<file path="src/rtl/decoder3_8_scan_pkg.sv">
// Shared types and helpers for the 3-to-8 scan decoder and its sibling
// display/keypad blocks.
package decoder_pkg;

   localparam logic [7:0] DOUT_IDLE = 8'hFF;

   typedef enum logic {
      DIRECT = 1'b0,
      SCAN   = 1'b1
   } mode_t;

   // Active-low one-of-eight select: exactly one zero, at position sel.
   function automatic logic [7:0] onecold3(input logic [2:0] sel);
      onecold3 = ~(8'b0000_0001 << sel);
   endfunction

endpackage

</file>
<file path="src/rtl/decoder3_8_scan_if.sv">
// Enable/control inputs and decoded outputs of the 3-to-8 scan decoder,
// bundled so a board top or bench can hand the whole group over at once.
interface decoder3_8_scan_if;

   logic       G1;
   logic       G2A_n;
   logic       G2B_n;
   logic       mode;
   logic       hold;
   logic [2:0] din;
   logic [7:0] dout;
   logic [2:0] addr_o;
   logic       valid;
   logic       wrap;

   modport master (
      output G1, G2A_n, G2B_n, mode, hold, din,
      input  dout, addr_o, valid, wrap
   );

   modport slave (
      input  G1, G2A_n, G2B_n, mode, hold, din,
      output dout, addr_o, valid, wrap
   );

endinterface

</file>
<file path="src/rtl/decoder3_8_scan_tick_gen.sv">
// Slot prescaler: counts DIV cycles while run is high and flags the last one.
// Also used by the display and keypad scanners.
module scan_tick_gen #(
   parameter int DIV = 4,
   parameter int PW  = (DIV > 1) ? $clog2(DIV) : 1
) (
   input  logic          clk,
   input  logic          rst,
   input  logic          clr,
   input  logic          run,
   output logic          tick,
   output logic [PW-1:0] pre
);

   localparam logic [PW-1:0] LAST = PW'(DIV - 1);

   logic [PW-1:0] r_pre;
   logic          w_tick;

   // clr wins over run so a mode change always restarts the slot from zero.
   assign w_tick = run && !clr && (r_pre == LAST);

   always_ff @(posedge clk) begin
      if (rst) begin
         r_pre <= '0;
      end else if (clr) begin
         r_pre <= '0;
      end else if (run) begin
         if (w_tick) begin
            r_pre <= '0;
         end else begin
            r_pre <= r_pre + 1'b1;
         end
      end
   end

   assign tick = w_tick;
   assign pre  = r_pre;

endmodule

</file>
<file path="src/rtl/decoder3_8_scan.sv">
// 74HC138-style 3-to-8 decoder with registered active-low outputs and a
// prescaled SCAN mode that walks the select index for keypad rows / digits.
module decoder3_8_scan
   import decoder_pkg::*;
#(
   parameter int DIV = 4
) (
   input  logic               clk,
   input  logic               rst,
   decoder3_8_scan_if.slave   bus
);

   localparam int PW = (DIV > 1) ? $clog2(DIV) : 1;

   mode_t         r_state;
   mode_t         w_nextState;
   mode_t         w_modeReq;
   logic [2:0]    r_idx;
   logic [2:0]    w_nextIdx;
   logic [2:0]    w_outIdx;
   logic          w_nextWrap;
   logic [7:0]    r_dout;
   logic [2:0]    r_addr;
   logic          r_valid;
   logic          r_wrap;
   logic          w_en;
   logic          w_scanActive;
   logic          w_run;
   logic          w_clr;
   logic          w_tick;
   logic [PW-1:0] w_pre;

   assign w_en         = bus.G1 & ~bus.G2A_n & ~bus.G2B_n;
   assign w_modeReq    = mode_t'(bus.mode);
   assign w_scanActive = (r_state == SCAN) && (w_modeReq == SCAN);
   assign w_run        = w_scanActive & w_en & ~bus.hold;
   assign w_clr        = ~w_scanActive;

   scan_tick_gen #(
      .DIV (DIV),
      .PW  (PW)
   ) u_tick (
      .clk  (clk),
      .rst  (rst),
      .clr  (w_clr),
      .run  (w_run),
      .tick (w_tick),
      .pre  (w_pre)
   );

   always_ff @(posedge clk) begin
      if (rst) begin
         r_state <= DIRECT;
      end else begin
         r_state <= w_nextState;
      end
   end

   // Entry into SCAN seeds the index from din; leaving SCAN clears it and
   // decodes din straight away so the outputs never show a stale scan row.
   always_comb begin
      w_nextState = w_modeReq;
      w_nextIdx   = r_idx;
      w_outIdx    = bus.din;
      w_nextWrap  = 1'b0;
      case (r_state)
         DIRECT: begin
            if (w_modeReq == SCAN) begin
               w_nextIdx = bus.din;
            end else begin
               w_nextIdx = 3'd0;
            end
            w_outIdx = bus.din;
         end
         SCAN: begin
            if (w_modeReq == SCAN) begin
               if (w_tick) begin
                  w_nextIdx  = r_idx + 3'd1;
                  w_nextWrap = (r_idx == 3'd7);
               end
               w_outIdx = w_nextIdx;
            end else begin
               w_nextIdx = 3'd0;
               w_outIdx  = bus.din;
            end
         end
         default: begin
            w_nextState = DIRECT;
            w_nextIdx   = 3'd0;
         end
      endcase
   end

   always_ff @(posedge clk) begin
      if (rst) begin
         r_idx   <= 3'd0;
         r_dout  <= DOUT_IDLE;
         r_addr  <= 3'd0;
         r_valid <= 1'b0;
         r_wrap  <= 1'b0;
      end else begin
         r_idx   <= w_nextIdx;
         r_dout  <= w_en ? onecold3(w_outIdx) : DOUT_IDLE;
         r_addr  <= w_outIdx;
         r_valid <= w_en;
         r_wrap  <= w_nextWrap;
      end
   end

   assign bus.dout   = r_dout;
   assign bus.addr_o = r_addr;
   assign bus.valid  = r_valid;
   assign bus.wrap   = r_wrap;

   // Output invariants: one-cold at most, idle when invalid, prescaler parked in DIRECT.
   a_oneCold: assert property (@(posedge clk) disable iff (rst)
      $countones(~r_dout) <= 1);
   a_idleWhenInvalid: assert property (@(posedge clk) disable iff (rst)
      !r_valid |-> (r_dout == DOUT_IDLE));
   a_prescalerParked: assert property (@(posedge clk) disable iff (rst)
      (r_state == DIRECT) |-> (w_pre == '0));

endmodule

</file>
<file path="src/flat_wrapper.sv">
// flat-port wrapper written by rule: the top's interface ports become plain ports
module decoder3_8_scan_flat import decoder_pkg::*;
#(
   parameter int DIV = 4
)
  (clk, rst, bus_G1, bus_G2A_n, bus_G2B_n, bus_mode, bus_hold, bus_din, bus_dout, bus_addr_o, bus_valid, bus_wrap);
  decoder3_8_scan_if bus_i ();
  input  logic clk;
  input  logic rst;
  input wire logic [$bits(bus_i.G1)-1:0] bus_G1;
  input wire logic [$bits(bus_i.G2A_n)-1:0] bus_G2A_n;
  input wire logic [$bits(bus_i.G2B_n)-1:0] bus_G2B_n;
  input wire logic [$bits(bus_i.mode)-1:0] bus_mode;
  input wire logic [$bits(bus_i.hold)-1:0] bus_hold;
  input wire logic [$bits(bus_i.din)-1:0] bus_din;
  output wire logic [$bits(bus_i.dout)-1:0] bus_dout;
  output wire logic [$bits(bus_i.addr_o)-1:0] bus_addr_o;
  output wire logic [$bits(bus_i.valid)-1:0] bus_valid;
  output wire logic [$bits(bus_i.wrap)-1:0] bus_wrap;
  assign bus_i.G1 = bus_G1;
  assign bus_i.G2A_n = bus_G2A_n;
  assign bus_i.G2B_n = bus_G2B_n;
  assign bus_i.mode = bus_mode;
  assign bus_i.hold = bus_hold;
  assign bus_i.din = bus_din;
  assign bus_dout = bus_i.dout;
  assign bus_addr_o = bus_i.addr_o;
  assign bus_valid = bus_i.valid;
  assign bus_wrap = bus_i.wrap;
  decoder3_8_scan #(.DIV(DIV)) u_core (.clk(clk), .rst(rst), .bus(bus_i));
endmodule
</file>
<file path="config.mk">
export PLATFORM = sky130hd
export DESIGN_NAME = decoder3_8_scan_flat
export DESIGN_NICKNAME = d
export VERILOG_FILES = /design/src/rtl/decoder3_8_scan_pkg.sv /design/src/rtl/decoder3_8_scan_if.sv /design/src/rtl/decoder3_8_scan_tick_gen.sv /design/src/rtl/decoder3_8_scan.sv /design/src/flat_wrapper.sv
export SDC_FILE = /design/constraint.sdc
export NUM_CORES = 1
export LEC_CHECK = 0
export CAP_MARGIN = 10
export CORE_MARGIN = 3
export CORE_UTILIZATION = 48
export DETAILED_ROUTE_END_ITERATION = 16
export GPL_TIMING_DRIVEN = 0
export PLACE_DENSITY = 0.81
export SLEW_MARGIN = 40
export SYNTH_ARGS = -nofsm -noshare
export SYNTH_HDL_FRONTEND = slang
export SYNTH_SLANG_ARGS = --single-unit
</file>
<file path="constraint.sdc">
create_clock -name clk -period 3.1 [get_ports clk]
set_input_delay 0.62 -clock clk [delete_from_list [all_inputs] [get_ports clk]]
set_output_delay 0.62 -clock clk [all_outputs]
set_load 0.005 [all_outputs]
</file>
# [After elaboration in Yosys (flattened, before gate mapping)]
# Cells that the tools add are included.
[totals] regBits=19 in_bits=10 output_inout_bits=13 word_cells=38
[classes] add_sub_neg=2 eq_ne=2 shift=1 n_mux=7 bitwise_logic=13 n_reduce_logical=6
[op_table] cell="$mux W3" count=4
[op_table] cell="$pmux W3 S2" count=2
[op_table] cell="$not A1 Y1" count=8
[op_table] cell="$not A8 Y8" count=1
[op_table] cell="$shl A1 B3 Y8 const A" count=1
[op_table] cell="$and A1 B1 Y1" count=4
[op_table] cell="$reduce_or A2 Y1" count=2
[op_table] cell="$reduce_or A4 Y1" count=1
[op_table] cell="$add A3 B1 Y3 const B" count=1
[op_table] cell="$eq A3 B3 Y1 const B" count=1
[op_table] cell="$logic_and A1 B1 Y1" count=3
[op_table] cell="$add A2 B1 Y2 const B" count=1
[op_table] cell="$eq A2 B2 Y1 const B" count=1
[op_table] cell="$mux W2" count=1

# [Depth between registers and ports, before layout]
# Gate-level depths: netlist of run 1.
[depth] depth_word=12 depth_mapped=6 depth_no_buf=5

# [Modules after synthesis]
# A second synthesis of run 1 with hierarchy kept.
[hier_totals] hier_cells=71 hier_area_um2=752.0
[by_module_without_submodules] mod="decoder3_8_scan" instances=1 cells_each=62 area_per_inst_um2=648.1 seq_area_each_um2=340.3
[by_module_without_submodules] mod="scan_tick_gen" instances=1 cells_each=9 area_per_inst_um2=103.8 seq_area_each_um2=40.0

# [Worst setup path before layout of run 1]
# Ideal clock, no wire load.
[synth_path] path_type="input-to-reg" startpoint="input port bus_G2A_n" endpoint="register u_core.r_dout[3], in the netlist u_core.bus.dout[3]" setup_time_ns=0.136 arrival_ns=1.813 required_time_ns=2.964 path_slack_ns=1.151 cell_stages=5 path_buffers=1 path_cell_list="or3b_1 buf_2 or3_4 a31oi_2 nand3_1"
[synth_between] elab_chain_cells=12
[synth_lines] element="start: declaration" line_no="flat_wrapper.sv:11" rtl="input wire logic [$bits(bus_i.G2A_n)-1:0] bus_G2A_n;"
[synth_lines] element="$not A1 Y1 *" line_no="decoder3_8_scan.sv:33" rtl="assign w_en = bus.G1 & ~bus.G2A_n & ~bus.G2B_n;"
[synth_lines] element="$and A1 B1 Y1 * (2 in a row)" line_no="decoder3_8_scan.sv:33"
[synth_lines] element="$and A1 B1 Y1 (2 in a row)" line_no="decoder3_8_scan.sv:36" rtl="assign w_run = w_scanActive & w_en & ~bus.hold;"
[synth_lines] element="$logic_and A1 B1 Y1 (2 in a row)" line_no="decoder3_8_scan_tick_gen.sv:21" rtl="assign w_tick = run && !clr && (r_pre == LAST);"
[synth_lines] element="$mux W3" line_no="decoder3_8_scan.sv:77" rtl="if (w_tick) begin"
[synth_lines] element="$mux W3" line_no="decoder3_8_scan.sv:76" rtl="if (w_modeReq == SCAN) begin"
[synth_lines] element="$pmux W3 S2" line_no="decoder3_8_scan.sv:66" rtl="case (r_state)"
[synth_lines] element="$shl A1 B3 Y8" line_no="decoder3_8_scan_pkg.sv:14" rtl="onecold3 = ~(8'b0000_0001 << sel);"
[synth_lines] element="$not A8 Y8" line_no="decoder3_8_scan_pkg.sv:14"
[synth_lines] element="end signal: assignment" line_no="decoder3_8_scan.sv:103" rtl="r_dout <= w_en ? onecold3(w_outIdx) : DOUT_IDLE;"
[synth_lines] element="end: declaration" line_no="decoder3_8_scan.sv:22" rtl="logic [7:0] r_dout;"
# Mark *: on every way between the ends. The rest lies on a longest branch, timed or not.
# A chain may end at the register's enable or synchronous reset.

# [Final worst setup path of run 1]
[layout_path] startpoint="input port bus_G1" endpoint="register u_core.r_dout[1], in the netlist u_core.bus.dout[1]"
[layout_between] elab_chain_cells=11
[layout_lines] element="start: declaration" line_no="flat_wrapper.sv:10" rtl="input wire logic [$bits(bus_i.G1)-1:0] bus_G1;"
[layout_lines] element="$and A1 B1 Y1 * (2 in a row)" line_no="decoder3_8_scan.sv:33"
[layout_lines] element="$and A1 B1 Y1 (2 in a row)" line_no="decoder3_8_scan.sv:36"
[layout_lines] element="$logic_and A1 B1 Y1 (2 in a row)" line_no="decoder3_8_scan_tick_gen.sv:21"
[layout_lines] element="$mux W3" line_no="decoder3_8_scan.sv:77"
[layout_lines] element="$mux W3" line_no="decoder3_8_scan.sv:76"
[layout_lines] element="$pmux W3 S2" line_no="decoder3_8_scan.sv:66"
[layout_lines] element="$shl A1 B3 Y8" line_no="decoder3_8_scan_pkg.sv:14"
[layout_lines] element="$not A8 Y8" line_no="decoder3_8_scan_pkg.sv:14"
# Marked as above.

==> impl_metrics.ini, run 1 <==
[timing]
finalSetupViolCount = 0
worst_slack_ns = 0.936
hold_slack_ns = 0.524
slew_headroom = 0.744
worst_pin_slew_ns = 0.380
finalClockSkew_ns = 0.00254
finalCriticalPeriod_ns = 2.16
drv_slew = 0
hold_viol_final = 0
period_share = 0.698
tns_ns = 0
fmax_mhz = 462
rsz0062_at_grt = no

[grt]
globalRouteOverflowTotal = 0
grtUsageTotal = 0.174
grt_pass1_wl_um = 2640
grt_pass1_vias = 653
grt_max_degree = 12
antenna_found_initial = 0

[synthesis]
synth_area_per_cell_um2 = 9.63
ys_ff_latch = 19
syn-cell-area_um2 = 771
syn_inst = 80
yosysSeqAreaShare = 0.494
synth.distinct_cells = 28
yosys_warnings = 0
syn_nets = 93

[worst_setup_path]
cp.arrival_ns = 2.35
worst_ep_required_time_ns = 3.28
path_class = input pin to register
cp-end-kind = register
start_kind = input pin
crit_fanout = 7

[finish]
area_delta_synth_final_pct = 34.6
layout.nets = 120
final_common_cell = clkdlybuf4s50_1
final_cell_mix = 22 x clkdlybuf4s50_1, 19 x dfxtp_1, 11 x nand3_1, 9 x nor2_1, 6 x o21ai_0
drive_above_1_share = 0.104
nFillCells = 111
insertedDiodeCount = 0
design_area_um2 = 1040

[flow_run]
cap_viol_max_count = 0

[routing]
drc = 0
antenna_left = 0
avgViaCountPerCell = 5.54
routed_wirelength_um = 1600
drt-pass1-iter-count = 4
routedWlPerCell_um = 13.2
drtIter0Drc = 5
num_vias = 670

[clocking]
postCtsSetupBuffers = 0
cts_tree = built
cts_root_buffer = clkbuf_4
cts_htree_levels = 1
post_cts_resized = 0
cts_sinks = 19
numCtsBuffers = 3
clk_latency_ns = 0.30
cts_buffer_depth = 2
clk_pin_slew_ns = 0.10
cts-hold-fix-buffers = 0

[pwr]
peakVddDrop_mv = 0.235
pwr_density_cell_nw_per_um2 = 411
leakagePower_nw = 0.397

[die]
die_w_um = 46.1
fp.dieArea_um2 = 2120
rows = 13
io_pins = 23
start_util = 0.551
chipHeight_um = 46.1
core_um2 = 1400

[placed_design]
pre_cts_ws_ns = 0.611
io_buffers = 22
dpl.hpwl_um = 1250
dpl_cell_area_um2 = 1010
place_congestion = 0.883

[status]
outcome = finished, final reports clean

[worst_hold_path]
hold_class = register to register
[kinds of logic after synthesis]
logic type,Yosys count,share of synthesized area
XOR/XNOR,1,0.0114
AO/OA/AOI/OAI,17,0.141
flip-flops,19,0.494
adder cells (fa/ha/maj),3,0.0487
multiplexers,4,0.0520
AND/OR/NAND/NOR,33,0.235
buffers and inverters,3,0.0179
[cell usage after synthesis]
| master | n | area share |
|---|---|---|
| and3b_1 | 1 | 0.011 |
| a21oi_1 | 4 | 0.026 |
| or3b_1 | 1 | 0.011 |
| a31o_2 | 1 | 0.011 |
| nor3_1 | 1 | 0.0065 |
| nor4_2 | 1 | 0.016 |
| a31oi_1 | 1 | 0.0081 |
| nand2_1 | 2 | 0.0097 |
| mux2i_1 | 4 | 0.052 |
| a211oi_1 | 1 | 0.0097 |
| buf_2 | 2 | 0.013 |
| nor2_1 | 9 | 0.044 |
| and2_1 | 1 | 0.0081 |
| nand2b_1 | 1 | 0.0081 |
| dfxtp_1 | 19 | 0.49 |
| nor3b_1 | 1 | 0.0097 |
| o21a_1 | 1 | 0.0097 |
| clkbuf_1 | 1 | 0.0049 |
| o21ai_0 | 6 | 0.039 |
| nand3_1 | 11 | 0.071 |
| or3_4 | 1 | 0.015 |
| nor2b_1 | 2 | 0.016 |
| ha_1 | 3 | 0.049 |
| a31oi_2 | 1 | 0.016 |
| a311oi_1 | 1 | 0.011 |
| xor2_1 | 1 | 0.011 |
| nor2_2 | 1 | 0.0081 |
| a21o_1 | 1 | 0.0097 |
[where the power goes]
| part | switching [mW] | total, mW | internal (mW) |
|---|---|---|---|
| Sequential | 0.00298 | 0.253 | 0.250 |
| Clock | 0.0735 | 0.122 | 0.0481 |
| Combinational | 0.0250 | 0.0519 | 0.0269 |
| Total | 0.101 | 0.427 | 0.325 |
[metrics by stage]
step | total power, mW | std cells | util
floorplan | 0.283 | 80 | -
global placement | 0.309 | 117 | 0.722
detailed placement | 0.310 | 117 | 0.722
CTS | 0.430 | 121 | 0.742
global route | 0.445 | 121 | 0.742
finish | 0.427 | 121 | 0.742
[worst max-delay path, stage by stage]
cell,delay (ns)
clkdlybuf4s50_1,0.46
or3b_1,0.33
buf_2,0.17
or3_4,0.38
a31oi_2,0.28
nand3_1,0.12
[flip-flops by register name, summed over array words and instances (netlist names)]
signal and count:
u_core.bus.addr_o 3, u_core.bus.dout 8, u_core.bus.valid 1, u_core.r_idx 3, u_core.bus.wrap 1, u_core.r_state 1, u_core.u_tick.pre 2
[metal layers]
layer  track usage  vias to the layer above  wire length (µm)  part of all wire
li1              -                      342                 -                 -
met1         0.202                      301               725              0.45
met2         0.288                       22               743              0.46
met3        0.0508                        5                99             0.062
met4        0.0852                        0                31             0.019
met5             0                        -                 0                 0
[final cells by class]
class                           count  area, µm²  area share
Sequential cell                    19        380       0.367
Multi-Input combinational cell     58        377       0.363
Timing Repair Buffer               22        220       0.212
Clock buffer                        3       22.5      0.0217
Tap cell                           15       18.8      0.0181
Buffer                              3       13.8      0.0133
Clock inverter                      1       5.00     0.00483
[worst paths after layout]
| path | start | to | slack [ns] | depth (start not counted) |
|---|---|---|---|---|
| worst max-delay path | bus_G1 | u_core.bus.dout[1]$_SDFF_PP1_ | 0.94 | 6 |
| worst min-delay path | u_core.u_tick.pre[1]$_SDFFE_PP0N_ | u_core.u_tick.pre[1]$_SDFFE_PP0N_ | 0.52 | 2 |
| worst max register to register | u_core.r_idx[0]$_SDFF_PP0_ | u_core.bus.dout[4]$_SDFF_PP1_ | 1.36 | 5 |
| worst min register to register | u_core.u_tick.pre[1]$_SDFFE_PP0N_ | u_core.u_tick.pre[1]$_SDFFE_PP0N_ | 0.52 | 2 |
No activity file was read; power rests on OpenSTA's default activity.
==> inputs of run 2 (changes only) <==
--- a/config.mk
+++ b/config.mk
@@ -7,10 +7,10 @@
 export LEC_CHECK = 0
 export CAP_MARGIN = 10
 export CORE_MARGIN = 3
-export CORE_UTILIZATION = 48
+export CORE_UTILIZATION = 40
 export DETAILED_ROUTE_END_ITERATION = 16
 export GPL_TIMING_DRIVEN = 0
-export PLACE_DENSITY = 0.81
+export PLACE_DENSITY = 0.72
 export SLEW_MARGIN = 40
 export SYNTH_ARGS = -nofsm -noshare
 export SYNTH_HDL_FRONTEND = slang
==> constraint.sdc (replaced) <==
create_clock -name clk -period 1.85 [get_ports clk]
set_input_delay 0.37 -clock clk [delete_from_list [all_inputs] [get_ports clk]]
set_output_delay 0.37 -clock clk [all_outputs]
set_load 0.005 [all_outputs]
==> run 2 against run 1 <==
Core utilization fell by 13 points. Non-clock buffer count did not move. Critical path depth fell by 1. Die area rose by 17%. Register-to-register slack got worse by 1.2 ns.
==> impl_metrics.ini, run 2 (synthesis gave the netlist of run 1 again) <==
[status]
outcome = finished, final reports clean

[die]
rows = 15
io_pins = 23
core_um2 = 1760
die_w_um = 49.9
start_util = 0.437
chipHeight_um = 49.9
fp.dieArea_um2 = 2490

[finish]
largest_reg_flops = 8
fin_cells = 131
design_area_um2 = 1080
layout.nets = 120
area_delta_synth_final_pct = 40.7
final_cell_mix = 19 x clkdlybuf4s50_1, 19 x dfxtp_1, 11 x nand3_1, 9 x nor2_1, 5 x o21ai_0
final_util = 0.615
insertedDiodeCount = 0
drive_above_1_share = 0.113

[grt]
grt_pass1_wl_um = 2710
grtUsageTotal = 0.141
grt_pass1_vias = 652
globalRouteOverflowTotal = 0
antenna_found_initial = 0
grt_max_degree = 12

[timing]
worst_slack_ns = 0.190
fmax_mhz = 602
finalClockSkew_ns = 0.00243
hold_viol_final = 0
drv_slew = 0
finalSetupViolCount = 0
rsz0062_at_grt = no
slew_headroom = 0.727
finalCriticalPeriod_ns = 1.66
period_share = 0.897
worst_pin_slew_ns = 0.405

[clocking]
cts-hold-fix-buffers = 0
cts_buffer_depth = 2
cts_sinks = 19
cts_tree = built
clk_latency_ns = 0.30
cts_htree_levels = 1
cts_root_buffer = clkbuf_4
clk_pin_slew_ns = 0.11
numCtsBuffers = 3

[worst_setup_path]
path_cells = ha_1 > and3b_1 > a211oi_1 > o21a_1 > nand3_1
crit_fanout = 4
critPathSlowestCell = dfxtp_1
cp-end-kind = register
reg2reg_to = u_core.bus.dout[4]$_SDFF_PP1_
cp_num_buf_inv = 0
r2r-start = u_core.r_idx[0]$_SDFF_PP0_
cp.arrival_ns = 1.84
reg2reg_slack_ns = 0.19
start_kind = register
cp_slowest_stage_delay_ns = 0.36
worst_ep_required_time_ns = 2.03
critPathTopFamily = compound AO/OA/AOI/OAI gates
path_class = register to register
r2r_cells = 5

[routing]
num_vias = 685
routedWlPerCell_um = 12.3
drtIter0Drc = 7
avgViaCountPerCell = 5.23
drt-pass1-iter-count = 2
antenna_left = 0
drc = 0
routed_wirelength_um = 1610

[pwr]
p_total_uw = 729
pwr_density_cell_nw_per_um2 = 672
leakagePower_nw = 0.435
peakVddDrop_mv = 0.377

[flow_run]
cap_viol_max_count = 0

[placed_design]
dpl.hpwl_um = 1200
io_buffers = 22
pre_cts_ws_ns = -0.408
place_congestion = 0.788
dpl_cell_area_um2 = 1020
placed_cells = 127

[worst_hold_path]
min_to = u_core.bus.addr_o[1]$_SDFF_PP0_
hold_class = input pin to register
hp-start = bus_G2B_n
hold_depth = 4
[run 2: metrics by stage]
step	hold WS, ns	setup TNS [ns]
final	0.473	0
after CTS	0.526	0
after global routing	0.498	0
after global placement	0.483	-3.49
after floorplan	0.437	0
after detailed placement	0.500	-3.80
[run 2: cell type report]
cell class / instances / area [µm²]
buffer: 2 / 16.3
multi-input combinational: 58 / 394
tap: 25 / 31.3
sequential: 19 / 380
clock buffer: 3 / 22.5
fill: 162 / 679
timing repair buffer: 23 / 235
clock inverter: 1 / 5.00
[run 2: worst min-delay path, stage by stage]
cell and delay [ns]:
dlymetal6s2s_1 0.10, nor3b_1 0.08, nand3_1 0.08, a311oi_1 0.09
[run 2: how the worst max path moves through the flow]
stage,startpoint,endpoint,slack [ns],depth (start not counted)
floorplan,bus_G2A_n,u_core.bus.dout[3]$_SDFF_PP1_,0.15,5
finish,u_core.r_idx[0]$_SDFF_PP0_,u_core.bus.dout[4]$_SDFF_PP1_,0.19,5
global route,bus_mode,u_core.bus.dout[6]$_SDFF_PP1_,0.07,5
global placement,bus_G1,u_core.bus.dout[3]$_SDFF_PP1_,-0.37,6
CTS,bus_G1,u_core.bus.dout[1]$_SDFF_PP1_,0.03,6
detailed placement,bus_G1,u_core.bus.dout[1]$_SDFF_PP1_,-0.41,6
[run 2: routing by layer]
metal / track usage / vias up / share of wire
met5: 0 / - / 0
met3: 0.0272 / 4 / 0.038
li1: - / 343 / -
met4: 0.0691 / 0 / 0.020
met2: 0.231 / 15 / 0.46
met1: 0.174 / 323 / 0.48
[run 2: timing repair]
action	in CTS	in global routing
gates resized for setup	5	3
pin swaps	2	3
endpoints found under the setup margin	5	6
setup buffers	0	1
endpoints found under the hold margin	0	0
[run 2: report_power, final]
group / internal [mW] / total, mW / switching, mW
clock network: 0.0806 / 0.212 / 0.132
registers: 0.419 / 0.424 / 0.00484
logic: 0.0481 / 0.0921 / 0.0440
